### config.mk
export PLATFORM = sky130hd
export DESIGN_NAME = alu_operand_loader
export DESIGN_NICKNAME = d
export VERILOG_FILES = /design/src/rtl/alu_pkg.sv /design/src/rtl/alu_operand_loader_en_reg.sv /design/src/rtl/alu_operand_loader.sv
export SDC_FILE = /design/constraint.sdc
export NUM_CORES = 1
export LEC_CHECK = 0
export CELL_PAD_IN_SITES_DETAIL_PLACEMENT = 1
export CELL_PAD_IN_SITES_GLOBAL_PLACEMENT = 1
export CORE_MARGIN = 8
export CORE_UTILIZATION = 38
export DETAILED_ROUTE_END_ITERATION = 10
export PLACE_DENSITY = 0.84
export SYNTH_ARGS = -nofsm -noshare
export SYNTH_HDL_FRONTEND = slang
export SYNTH_SLANG_ARGS = --single-unit
### constraint.sdc
create_clock -name Clk -period 3.3 [get_ports Clk]
set_input_delay 0.825 -clock Clk [delete_from_list [all_inputs] [get_ports Clk]]
set_output_delay 0.825 -clock Clk [all_outputs]
set_load 0.01 [all_outputs]
### src/rtl/alu_pkg.sv
`default_nettype none
// ============================================================================
// alu_pkg : shared loader state encoding and ALU opcode constants
// Rev 1.0
// ============================================================================
package alu_pkg;

  localparam int ALU_OPW     = 3;
  localparam int ALU_NUM_OPS = 6;

  typedef enum logic [1:0] {
    S_OP     = 2'd0,
    S_A      = 2'd1,
    S_B      = 2'd2,
    S_COMMIT = 2'd3
  } ld_state_e;

  localparam logic [ALU_OPW-1:0] OP_ADD = 3'd0;
  localparam logic [ALU_OPW-1:0] OP_SUB = 3'd1;
  localparam logic [ALU_OPW-1:0] OP_AND = 3'd2;
  localparam logic [ALU_OPW-1:0] OP_OR  = 3'd3;
  localparam logic [ALU_OPW-1:0] OP_XOR = 3'd4;
  localparam logic [ALU_OPW-1:0] OP_NOT = 3'd5;

endpackage
`default_nettype wire

### src/rtl/alu_operand_loader_en_reg.sv
`default_nettype none
// ============================================================================
// alu_operand_loader_en_reg : load-enable register for one staged field
// Rev 1.0
// ============================================================================
module alu_operand_loader_en_reg #(
  parameter int W = 4
) (
  input  logic         clk,
  input  logic         rst_n,
  input  logic         i_en,
  input  logic [W-1:0] i_d,
  output logic [W-1:0] o_q
);

  logic [W-1:0] data_q;
  logic [W-1:0] data_d;

  always_comb begin
    data_d = data_q;
    if (i_en) data_d = i_d;
  end

  always_ff @(posedge clk or negedge rst_n) begin
    if (!rst_n) data_q <= '0;
    else        data_q <= data_d;
  end

  assign o_q = data_q;

endmodule
`default_nettype wire

### src/rtl/alu_operand_loader.sv
`default_nettype none
// ============================================================================
// alu_operand_loader : assembles opcode/A/B word frames and issues a
// one-cycle load pulse to the ALU register bank when it is ready.
// Rev 1.0
// ============================================================================
module alu_operand_loader
  import alu_pkg::*;
#(
  parameter int WIDTH   = 4,
  parameter int OPW     = ALU_OPW,
  parameter int NUM_OPS = ALU_NUM_OPS
) (
  input  logic             Clk,
  input  logic             Rst_n,
  input  logic             In_valid,
  input  logic [WIDTH-1:0] In_data,
  output logic             In_ready,
  input  logic             Abort,
  input  logic             Alu_ready,
  output logic [WIDTH-1:0] A_out,
  output logic [WIDTH-1:0] B_out,
  output logic [OPW-1:0]   Op_out,
  output logic             Load_en,
  output logic             Err,
  output logic [7:0]       Frame_cnt
);

  ld_state_e      state_q, state_d;
  logic           load_en_q, load_en_d;
  logic           err_q, err_d;
  logic [7:0]     frame_cnt_q, frame_cnt_d;
  logic           accept;
  logic           op_legal;
  logic           op_en, a_en, b_en;
  logic [OPW-1:0] op_field;

  assign In_ready = (state_q != S_COMMIT);
  assign accept   = In_valid && In_ready && !Abort;
  assign op_field = In_data[OPW-1:0];
  // Zero-extend so the bound compares correctly even when NUM_OPS == 2**OPW
  assign op_legal = ({{(32-OPW){1'b0}}, op_field} < 32'(NUM_OPS));

  always_comb begin
    state_d     = state_q;
    load_en_d   = 1'b0;
    err_d       = 1'b0;
    frame_cnt_d = frame_cnt_q;
    op_en       = 1'b0;
    a_en        = 1'b0;
    b_en        = 1'b0;
    if (Abort) begin
      state_d = S_OP;
    end else begin
      case (state_q)
        S_OP: begin
          if (accept) begin
            if (op_legal) begin
              op_en   = 1'b1;
              state_d = S_A;
            end else begin
              err_d = 1'b1;
            end
          end
        end
        S_A: begin
          if (accept) begin
            a_en    = 1'b1;
            state_d = S_B;
          end
        end
        S_B: begin
          if (accept) begin
            b_en    = 1'b1;
            state_d = S_COMMIT;
          end
        end
        S_COMMIT: begin
          if (Alu_ready) begin
            load_en_d   = 1'b1;
            frame_cnt_d = frame_cnt_q + 8'd1;
            state_d     = S_OP;
          end
        end
        default: state_d = S_OP;
      endcase
    end
  end

  always_ff @(posedge Clk or negedge Rst_n) begin
    if (!Rst_n) begin
      state_q     <= S_OP;
      load_en_q   <= 1'b0;
      err_q       <= 1'b0;
      frame_cnt_q <= 8'd0;
    end else begin
      state_q     <= state_d;
      load_en_q   <= load_en_d;
      err_q       <= err_d;
      frame_cnt_q <= frame_cnt_d;
    end
  end

  alu_operand_loader_en_reg #(.W(OPW)) u_op_reg (
    .clk   (Clk),
    .rst_n (Rst_n),
    .i_en  (op_en),
    .i_d   (op_field),
    .o_q   (Op_out)
  );

  alu_operand_loader_en_reg #(.W(WIDTH)) u_a_reg (
    .clk   (Clk),
    .rst_n (Rst_n),
    .i_en  (a_en),
    .i_d   (In_data),
    .o_q   (A_out)
  );

  alu_operand_loader_en_reg #(.W(WIDTH)) u_b_reg (
    .clk   (Clk),
    .rst_n (Rst_n),
    .i_en  (b_en),
    .i_d   (In_data),
    .o_q   (B_out)
  );

  assign Load_en   = load_en_q;
  assign Err       = err_q;
  assign Frame_cnt = frame_cnt_q;

endmodule
`default_nettype wire

==> Flow_metrics.wiki <==
{| class="wikitable"
! Metric !! Value
|-
| Data arrival time of the critical path || 1.64 ns
|-
| CTS clk-pin slew, worst paths || 0.12 ns
|-
| Leading cell type by number of instances after synthesis || sky130_fd_sc_hd__dfrtp_1
|-
| Proportion of power drawn by combinational gates || 44.0%
|-
| NumNets Final || 131
|-
| Via count || 745
|-
| Final number of hold-violating endpoints || 0
|-
| Antenna violations before repair || 0
|-
| Worst path top cell family by delay || buffers and inverters
|-
| Crit Reg-Reg Startpoint || state_q[0]$_DFFE_PN0P_
|-
| Number of synthesized flops with an enable pin || 0
|-
| CP required || 2.47 ns
|-
| Count of instances resized after the clock tree is built || 0
|-
| Antenna diode instance count || 0
|-
| Post-Synthesis Mean Instance Area || 12.9 um^2
|-
| RePlAce Congestion || 0.717
|-
| Multi-input logic area || 448 um^2
|-
| FF+latch area || 576 um^2
|-
| Largest net degree at the start of global routing || 24
|-
| Crit start category || flip-flop
|-
| Clock latency at the later pin of the worst-skew pair || 0.30 ns
|-
| DRT Pass-1 Iters || 4
|-
| Min cycle time layout || 2.46 ns
|-
| Total DRC errors in the routed layout || 0
|-
| Final setup TNS || 0 ns
|-
| Die H || 68.4 um
|-
| Final worst setup slack || 0.836 ns
|-
| Reported net switching power || 0.321 mW
|-
| Worst IR Drop VDD || 0.000433 V
|-
| Class of the tightest hold or removal check || reg -> reg
|-
| IO buf count || 30
|-
| Critical path capture point type || primary output
|-
| Ratio of routed vias to standard cells || 5.07
|-
| Max Cap Viol || 0
|-
| Wire length of the first global-routing pass || 4.11 mm
|-
| GR Util All Layers || 11.7%
|-
| Worst min-delay path startpoint || Frame_cnt[7]$_DFFE_PN0P_
|-
| Number of distinct library cells after synthesis || 23
|-
| Number of buffers inserted by hold repair at cts || 0
|-
| Final setup violation count || 0
|-
| Die outline area || 4670 um^2
|-
| Clock network power share || 12.5%
|-
| TritonCTS clock tree || yes
|-
| Crit. Startpoint || state_q[0]$_DFFE_PN0P_
|-
| Slowest cell on the critical path || sky130_fd_sc_hd__clkdlybuf4s50_1
|-
| Slew of the pin with the lowest slew margin || 0.378 ns
|-
| Synth Instances || 81
|-
| Setup repair after global routing missed its margin || no
|-
| Worst-path cell chain || ha_1 > inv_1 > clkdlybuf4s50_1
|-
| Total clock buffers created by CTS || 3
|-
| Top cell type's share of synthesized area || 55.2%
|-
| Clock root buffer master || sky130_fd_sc_hd__clkbuf_4
|-
| Area growth from synthesis to final layout || 35.8%
|-
| Layout filler cell count || 289
|-
| # rows || 19
|-
| FFs w/ async S/R, synth || 100%
|-
| Layout cell share with drive strength beyond 1 || 13.8%
|-
| Most used flip-flop cell after synthesis || sky130_fd_sc_hd__dfrtp_1
|-
| Register area share after synthesis || 55.2%
|-
| H-tree level count || 1
|-
| Main area contributors after synthesis || sky130_fd_sc_hd__dfrtp_1 (55%), sky130_fd_sc_hd__mux2_2 (9.7%), sky130_fd_sc_hd__ha_1 (6.0%)
|-
| I/O pin count || 31
|-
| Worst slack, placed || 0.836 ns
|-
| Antenna-violating nets left || 0
|-
| Static leakage power || 0.649 nW
|-
| Violation count after the first detailed-route iteration || 23
|-
| Post-detailed-routing wire length || 2.53 mm
|-
| Routed wire per std cell || 17.2 um
|-
| Top cells by instance count after synthesis || sky130_fd_sc_hd__dfrtp_1 (23), sky130_fd_sc_hd__mux2_2 (9), sky130_fd_sc_hd__nor2_1 (6)
|-
| Syn nets || 95
|-
| Power per unit of standard cell area || 706 nW/um^2
|-
| Hpwl dp || 1.99 mm
|-
| Synth area leader || sky130_fd_sc_hd__dfrtp_1
|-
| Via count of the first global-routing pass || 872
|-
| Maximum achievable frequency || 0.406 GHz
|-
| Core area || 2690 um^2
|-
| Fraction of the cycle the final worst path needs || 74.7%
|-
| Critical path class || reg -> out
|-
| Total clock sinks || 23
|-
| Maximum buffer depth of the clock tree || 2
|-
| Internal power component || 0.678 mW
|-
| Buffering stage count on the worst path with inverters included || 2
|-
| Die X-Extent || 68.4 um
|-
| Power share of the sequential group || 43.5%
|-
| Slowest cell delay on critical path || 0.53 ns
|-
| Critical-path maximum fanout || 6
|-
| Max Clock Skew || 0.00515 ns
|-
| Total of flip-flops plus latches after synthesis || 23
|-
| Starting density of the core || 38.8%
|-
| Synthesis Warnings || 0
|-
| Fraction of power spent switching nets || 32.1%
|-
| Mapped Area || 1040 um^2
|-
| Max Transition Viols Final || 0
|-
| Post-CTS setup-driven buffer insertion count || 0
|-
| Outcome || completed
|-
| Normalized max-slew margin || 74.7%
|-
| GRT Residual Overflow || 0
|}
[layout by cell type (no fill, tap or decap)]
cell | synthesis | final
sky130_fd_sc_hd__a21oi_1 | 1 | 1
sky130_fd_sc_hd__a221oi_2 | 1 | 1
sky130_fd_sc_hd__and3_1 | 2 | 2
sky130_fd_sc_hd__and4b_1 | 1 | 1
sky130_fd_sc_hd__buf_4 | 0 | 1
sky130_fd_sc_hd__clkbuf_1 | 0 | 1
sky130_fd_sc_hd__clkbuf_4 | 0 | 3
sky130_fd_sc_hd__clkdlybuf4s50_1 | 0 | 30
sky130_fd_sc_hd__dfrtp_1 | 23 | 23
sky130_fd_sc_hd__ha_1 | 5 | 5
sky130_fd_sc_hd__inv_1 | 5 | 5
sky130_fd_sc_hd__mux2_1 | 2 | 2
sky130_fd_sc_hd__mux2_2 | 9 | 9
sky130_fd_sc_hd__mux2i_1 | 1 | 1
sky130_fd_sc_hd__nand2_1 | 2 | 2
sky130_fd_sc_hd__nand2b_1 | 3 | 3
sky130_fd_sc_hd__nand3_1 | 3 | 3
sky130_fd_sc_hd__nand3b_1 | 1 | 1
sky130_fd_sc_hd__nand4_1 | 1 | 1
sky130_fd_sc_hd__nand4bb_1 | 1 | 1
sky130_fd_sc_hd__nor2_1 | 6 | 6
sky130_fd_sc_hd__nor3_1 | 2 | 2
sky130_fd_sc_hd__nor3b_2 | 2 | 2
sky130_fd_sc_hd__o22a_1 | 2 | 2
sky130_fd_sc_hd__or3_1 | 1 | 1
sky130_fd_sc_hd__xnor2_1 | 3 | 3
sky130_fd_sc_hd__xor2_1 | 4 | 4
[stage by stage]
| stage | instances | power [mW] | util, % | area [um^2] | hold WS, ns |
|---|---|---|---|---|---|
| 5_1_grt | 147 | 1.08 | 52.7 | 1420 | 0.514 |
| 4_1_cts | 147 | 1.02 | 52.7 | 1420 | 0.500 |
| 3_3_place_gp | 143 | 0.862 | 51.7 | 1390 | 0.458 |
| 3_5_place_dp | 143 | 0.887 | 51.7 | 1390 | 0.483 |
| 2_1_floorplan | 81 | 0.636 | - | 1040 | 0.504 |
| 6_report | 147 | 0.999 | 52.7 | 1420 | 0.487 |
[power groups by stage]
stage               logic (mW)  registers, mW  clock network (mW)
floorplan                0.166          0.470                   0
global placement         0.426          0.437                   0
detailed placement       0.445          0.442                   0
CTS                      0.448          0.438               0.136
global route             0.485          0.446               0.146
finish                   0.440          0.434               0.125
[per-layer routing]
metal / global-route usage (%) / vias to the layer above / wire, um
met2: 20.8 / 28 / 1210
li1: - / 347 / -
met1: 12.6 / 368 / 1030
met4: 2.30 / 0 / 9
met3: 5.24 / 2 / 274
met5: 0 / - / 0
[final cells by class]
cell class / instances / share of cell area [%]
tap: 31 / 2.74
clock buffer: 4 / 1.86
sequential: 23 / 40.7
inverter: 5 / 1.33
timing repair buffer: 31 / 21.8
multi-input combinational: 53 / 31.7
[registers in the layout, indices dropped and copies added, names as in the netlist]
register and cells:
Err 1, Frame_cnt 8, Load_en 1, state_q 2
u_a_reg.o_q 4, u_b_reg.o_q 4, u_op_reg.o_q 3
[cells by family after synthesis]
| family | after synthesis | share of synthesized area, % |
|---|---|---|
| AO/OA/AOI/OAI | 4 | 3.60 |
| XOR/XNOR | 7 | 5.88 |
| adder cells (fa/ha/maj) | 5 | 6.00 |
| buffers and inverters | 5 | 1.80 |
| flip-flops | 23 | 55.2 |
| multiplexers | 12 | 12.8 |
| AND/OR/NAND/NOR | 25 | 14.6 |
[path summary, 6_finish.rpt]
kind | cells past startpoint | slack [ns] | endpoint
worst max-delay path | 3 | 0.84 | In_ready
max in group asynchronous | 2 | 2.20 | u_a_reg.o_q[0]$_DFFE_PN0P_
min in group asynchronous | 2 | 0.87 | Frame_cnt[6]$_DFFE_PN0P_
worst max register to register | 5 | 1.37 | state_q[0]$_DFFE_PN0P_
worst min register to register | 1 | 0.49 | Frame_cnt[7]$_DFFE_PN0P_
worst min-delay path | 1 | 0.49 | Frame_cnt[7]$_DFFE_PN0P_
No activity file was read; power rests on OpenSTA's default activity.
